==> src/rtl/uart_rx.sv <==
// uart_rx: 8-bit asynchronous serial receiver, 1 start / 8 data LSB first / 1 stop, mid-bit sampling.
// Optional parity bit enabled by defining UART_RX_PARITY_EN (sense set by PARITY_ODD).
module uart_rx #(
  parameter logic [14:0] BAUD_DIV   = 15'd867,
  parameter logic [14:0] HALF_DIV   = 15'd433,
  parameter logic        PARITY_ODD = 1'b0
) (
  input  logic       clk_i,
  input  logic       rst,
  input  logic       uart_rx_i,
  output logic [7:0] uart_rx_data_o,
  output logic       uart_rx_valid_o,
  output logic       uart_rx_busy,
  output logic       uart_rx_frame_err_o,
  output logic       uart_rx_parity_err_o
);

  typedef enum logic [2:0] {
    ST_IDLE   = 3'd0,
    ST_START  = 3'd1,
    ST_DATA   = 3'd2,
    ST_PARITY = 3'd3,
    ST_STOP   = 3'd4
  } state_e;

  state_e      state_r;
  state_e      state_next_s;
  logic [14:0] cnt_r;
  logic [14:0] cnt_next_s;
  logic [2:0]  bit_idx_r;
  logic [2:0]  bit_idx_next_s;
  logic [7:0]  shift_r;
  logic [7:0]  shift_next_s;
  logic        par_bad_r;
  logic        par_bad_next_s;
  logic [7:0]  data_next_s;
  logic        valid_next_s;
  logic        ferr_next_s;
  logic        perr_next_s;
  logic        busy_next_s;

  logic        sync1_r;
  logic        sync2_r;
  logic        prev_r;
  logic        line_s;
  logic        fall_s;

`ifdef UART_RX_PARITY_EN
  logic        perr_r;

  function automatic logic parity8(input logic [7:0] d);
    return ^d;
  endfunction
`endif

  assign line_s = sync2_r;
  assign fall_s = prev_r & ~sync2_r;

  // Two-flop synchronizer plus one history flop for start-edge detection
  always_ff @(posedge clk_i or posedge rst) begin
    if (rst) begin
      sync1_r <= 1'b1;
      sync2_r <= 1'b1;
      prev_r  <= 1'b1;
    end else begin
      sync1_r <= uart_rx_i;
      sync2_r <= sync1_r;
      prev_r  <= sync2_r;
    end
  end

  // Next-state, counter, shift register and output pulse decode
  always_comb begin
    state_next_s   = state_r;
    cnt_next_s     = cnt_r + 15'd1;
    bit_idx_next_s = bit_idx_r;
    shift_next_s   = shift_r;
    par_bad_next_s = par_bad_r;
    data_next_s    = uart_rx_data_o;
    valid_next_s   = 1'b0;
    ferr_next_s    = 1'b0;
    perr_next_s    = 1'b0;

    case (state_r)
      ST_IDLE: begin
        cnt_next_s     = 15'd0;
        bit_idx_next_s = 3'd0;
        par_bad_next_s = 1'b0;
        if (fall_s) begin
          state_next_s = ST_START;
        end else begin
          state_next_s = ST_IDLE;
        end
      end

      ST_START: begin
        if (cnt_r == HALF_DIV) begin
          cnt_next_s     = 15'd0;
          bit_idx_next_s = 3'd0;
          // A line back high at mid-start is treated as a glitch
          if (line_s == 1'b0) begin
            state_next_s = ST_DATA;
          end else begin
            state_next_s = ST_IDLE;
          end
        end else begin
          state_next_s = ST_START;
        end
      end

      ST_DATA: begin
        if (cnt_r == BAUD_DIV) begin
          cnt_next_s              = 15'd0;
          shift_next_s[bit_idx_r] = line_s;
          bit_idx_next_s          = bit_idx_r + 3'd1;
          if (bit_idx_r == 3'd7) begin
`ifdef UART_RX_PARITY_EN
            state_next_s = ST_PARITY;
`else
            state_next_s = ST_STOP;
`endif
          end else begin
            state_next_s = ST_DATA;
          end
        end else begin
          state_next_s = ST_DATA;
        end
      end

`ifdef UART_RX_PARITY_EN
      ST_PARITY: begin
        if (cnt_r == BAUD_DIV) begin
          cnt_next_s     = 15'd0;
          par_bad_next_s = line_s ^ parity8(shift_r) ^ PARITY_ODD;
          state_next_s   = ST_STOP;
        end else begin
          state_next_s = ST_PARITY;
        end
      end
`endif

      ST_STOP: begin
        if (cnt_r == BAUD_DIV) begin
          cnt_next_s   = 15'd0;
          state_next_s = ST_IDLE;
          // Framing error wins over a pending parity error
          if (line_s == 1'b1) begin
            if (par_bad_r) begin
              perr_next_s = 1'b1;
            end else begin
              valid_next_s = 1'b1;
              data_next_s  = shift_r;
            end
          end else begin
            ferr_next_s = 1'b1;
          end
        end else begin
          state_next_s = ST_STOP;
        end
      end

      default: begin
        state_next_s = ST_IDLE;
        cnt_next_s   = 15'd0;
      end
    endcase

    busy_next_s = (state_next_s != ST_IDLE);
  end

  // State, datapath and registered outputs
  always_ff @(posedge clk_i or posedge rst) begin
    if (rst) begin
      state_r             <= ST_IDLE;
      cnt_r               <= 15'd0;
      bit_idx_r           <= 3'd0;
      shift_r             <= 8'h00;
      par_bad_r           <= 1'b0;
      uart_rx_data_o      <= 8'h00;
      uart_rx_valid_o     <= 1'b0;
      uart_rx_frame_err_o <= 1'b0;
      uart_rx_busy        <= 1'b0;
    end else begin
      state_r             <= state_next_s;
      cnt_r               <= cnt_next_s;
      bit_idx_r           <= bit_idx_next_s;
      shift_r             <= shift_next_s;
      par_bad_r           <= par_bad_next_s;
      uart_rx_data_o      <= data_next_s;
      uart_rx_valid_o     <= valid_next_s;
      uart_rx_frame_err_o <= ferr_next_s;
      uart_rx_busy        <= busy_next_s;
    end
  end

`ifdef UART_RX_PARITY_EN
  // Parity error pulse register
  always_ff @(posedge clk_i or posedge rst) begin
    if (rst) begin
      perr_r <= 1'b0;
    end else begin
      perr_r <= perr_next_s;
    end
  end

  assign uart_rx_parity_err_o = perr_r;
`else
  logic unused_parity_s;

  assign unused_parity_s      = PARITY_ODD ^ perr_next_s;
  assign uart_rx_parity_err_o = 1'b0;
`endif

endmodule
==> config.mk <==
export PLATFORM = sky130hd
export DESIGN_NAME = uart_rx
export DESIGN_NICKNAME = d
export VERILOG_FILES = /design/src/rtl/uart_rx.sv
export SDC_FILE = /design/constraint.sdc
export NUM_CORES = 1
export LEC_CHECK = 0
export CAP_MARGIN = 20
export CORE_AREA = 5 5 83 85
export CTS_BUF_LIST = sky130_fd_sc_hd__clkbuf_8
export DETAILED_ROUTE_END_ITERATION = 10
export DIE_AREA = 0 0 88 90
export REMOVE_ABC_BUFFERS = 1
export SLEW_MARGIN = 0
export SYNTH_ARGS = -nofsm -noshare
export SYNTH_HDL_FRONTEND = slang
export SYNTH_SLANG_ARGS = --single-unit
==> constraint.sdc <==
create_clock -name clk_i -period 2.05 [get_ports clk_i]
set_input_delay 0.3075 -clock clk_i [delete_from_list [all_inputs] [get_ports clk_i]]
set_output_delay 0.3075 -clock clk_i [all_outputs]
set_load 0.03 [all_outputs]
==> results_dict.tcl <==
set metrics [dict create \
    worst_pin_slew_ns 0.6568 \
    cts_buffer_depth 2 \
    firstDrtPassIters 4 \
    dp_hpwl_microns 2545 \
    synthTopCellsByArea "dfrtp_1 49%, mux2_2 5.6%, xnor2_1 4.8%, nor2_1 4.4%, dfstp_2 3.9%" \
    dpl.cell_count 268 \
    max_stage_delay_ns 0.45 \
    ios 15 \
    antenna_cells 0 \
    h-tree-depth 2 \
    finalMaxSlewViolations 0 \
    start_util 0.3303 \
    final_nets 205 \
    yosys.area.top_type "dfrtp_1" \
    vias 1356 \
    place_congestion 0.7779 \
    fp.dieH_microns 90 \
    ir_worst_vdd_v 0.0003225 \
    dieArea_sq_mm 0.007920 \
    total_leakage_power_nw 1.020 \
    setup_viol 0 \
    rsz0062_at_grt "yes" \
    cts_setup_buffers 0 \
    ys_types 43 \
    via_per_inst 4.913 \
    yosysSeqAreaShare 0.5330 \
    cts_sinks 43 \
    yosys_warnings 0 \
    hp-class "in -> async" \
    hold_viol_final 0 \
    synth-edff-count 0 \
    globalRouteTotalUtil 0.1039 \
    fin_crit_ns 1.912 \
    fin_skew_ns 0.01036 \
    final_cells 276 \
    crit_path_end_kind "register" \
    status "finished, final reports clean" \
    die_w_microns 88 \
    postRouteAntennaNets 0 \
    wl_per_cell_microns 12.98 \
    cts_inserted_buffers 5 \
    fillCellCount 608 \
    rows 29 \
    cp.required_ns 2.23 \
    io_buffers 13 \
    postSynthAreaPerCell_sq_um 11.32 \
    ys_seq_elements 43 \
    gr-total-overflow 0 \
    grt_start_max_net_pins 28 \
    routed_wl_microns 3582 \
    finalPower_mw 1.741 \
    clk_latency_ns 0.29 \
    drv_cap 0 \
    grt_pass1_vias 1384 \
    coreArea_sq_mm 0.006132 \
    max_freq_mhz 522.9 \
    synth_area_sq_mm 0.002026 \
    p_per_area_mw_per_mm2 734.5 \
    synthesis.instances 179 \
    crit_chain "nor4_4 -> nand4_2 -> nor4_1 -> mux2_1" \
    crit_arrival_ns 2.09 \
    whs_ns 0.3265 \
    crit_path_start_kind "register" \
    syn_to_final_growth_pct 16.99 \
    root_buffer "clkbuf_8" \
    crit_slowest_cell "dfrtp_1" \
    drc_errors 0 \
    min_period_over_period 0.9328 \
    ys.flop_type "dfrtp_1" \
    layout-drive-gt1-share 0.1859 \
    r2r_slack_ns 0.14 \
    clk_pin_slew_ns 0.08 \
    cts_tree "yes" \
    critical_path.max_fanout 7 \
    max_slew_margin 0.5595 \
    async_reset_ff_frac 1.000 \
    grt_pass1_wl_microns 6492 \
    antenna_found_initial 0 \
    final_util 0.3865 \
    postCtsHoldBufs 0 \
    crit_type "reg -> reg" \
    synth_top_area_share 0.4941 \
    drt_iter0_markers 32 \
]
worst paths after layout:
kind / start / endpoint / cells after the start
min reg2reg: sync1_r$_DFF_PP1_ / line_s$_DFF_PP1_ / 0
min: rst / cnt_r[2]$_DFF_PP0_ / 2
max reg2reg: cnt_r[13]$_DFF_PP0_ / shift_r[1]$_DFFE_PP0P_ / 4
max in group asynchronous: rst / line_s$_DFF_PP1_ / 3
min in group clk_i: sync1_r$_DFF_PP1_ / line_s$_DFF_PP1_ / 0
max: cnt_r[13]$_DFF_PP0_ / shift_r[1]$_DFFE_PP0P_ / 4
synth_stat cells, types with 2 or more instances:
master and n:
nor3_1 6, a221o_1 2, or3b_2 2, xnor2_1 11, nand2b_1 4, ha_1 4, nor3b_1 2, and4_1 2
clkbuf_1 2, a31o_2 2, a21oi_1 2, inv_1 7, and2_1 2, mux2_2 10, nor4_1 9, dfstp_2 3
mux2_1 6, dfrtp_1 40, nand3_1 4, nand2_1 10, nand4_1 4, nor2_1 24
worst max-delay path: cells and delay by family (launching register included):
family | cells | cell delay, ns
mux | 1 | 0.35
simple gates | 3 | 1.01
flops | 1 | 0.45
area by class of cell:
| type | count | area, sq um | share of cell area |
|---|---|---|---|
| inverters | 7 | 26.28 | 0.01109 |
| well taps | 77 | 96.34 | 0.04065 |
| multi-input cells | 123 | 889.6 | 0.3754 |
| repair buffers | 18 | 192.7 | 0.08131 |
| clock inverters | 3 | 16.27 | 0.006864 |
| flip-flops and latches | 43 | 1080 | 0.4557 |
| clock buffers | 5 | 68.82 | 0.02904 |
flip-flops by register name, indices dropped and copies added, names as in the netlist:
register	flops
bit_idx_r	3
cnt_r	15
line_s	1
prev_r	1
shift_r	8
state_r	3
sync1_r	1
uart_rx_busy	1
uart_rx_data_o	8
uart_rx_frame_err_o	1
uart_rx_valid_o	1
report_power, final:
part           total, mW  leakage [nW]  switching, mW  internal (mW)
clock              0.519        0.0453          0.286          0.233
combinational      0.240         0.399          0.129          0.111
sequential         0.981         0.576         0.0756          0.906
total               1.74          1.02          0.491           1.25
cells by family (layout without fill, tap and decap cells):
logic type               count (synthesis)  count (layout)  synth area share
AND/OR/NAND/NOR                         79              79            0.2242
flip-flops                              43              43            0.5330
multiplexers                            16              16           0.08894
buffers and inverters                   13              33           0.03088
XOR/XNOR                                12              12           0.05188
AO/OA/AOI/OAI                           11              11           0.04448
adder cells (fa/ha/maj)                  4               4           0.02471
other                                    1               1          0.001851
through the flow:
step                TNS (ns)  instance area (sq um)  setup slack, ns
CTS                        0                   2364           0.1171
floorplan                  0                   1989           0.2387
global placement           0                   2278           0.1873
finish                     0                   2370           0.1377
global route        -0.03246                   2370         -0.01692
detailed placement         0                   2278           0.1324
timing repair:
item,in CTS,in global routing
endpoints found under the hold margin,0,0
resized for setup,0,1
endpoints found under the setup margin,0,1
cell usage in the layout (no fill, tap or decap), types with 2 or more instances in the layout:
cell / n
buf_12: 2
clkbuf_8: 5
nor4_1: 8
buf_4: 3
nor3_1: 6
clkdlybuf4s50_1: 13
or3b_2: 2
xnor2_1: 11
and2_1: 2
nand4_1: 4
a31o_2: 2
nor2_1: 24
ha_1: 4
nand3_1: 4
dfrtp_1: 40
mux2_2: 10
dfstp_2: 3
inv_1: 7
a21oi_1: 2
nand2_1: 10
nand2b_1: 4
a221o_1: 2
and4_1: 2
mux2_1: 6
nor3b_1: 2
metal layers:
layer,up-vias,GRT usage,routed length [microns]
li1,667,-,-
met1,670,0.1372,1690
met2,14,0.1595,1709
met3,5,0.02742,121
met4,0,0.04220,61
met5,-,0,0
Power figures use the tool's default switching activity.
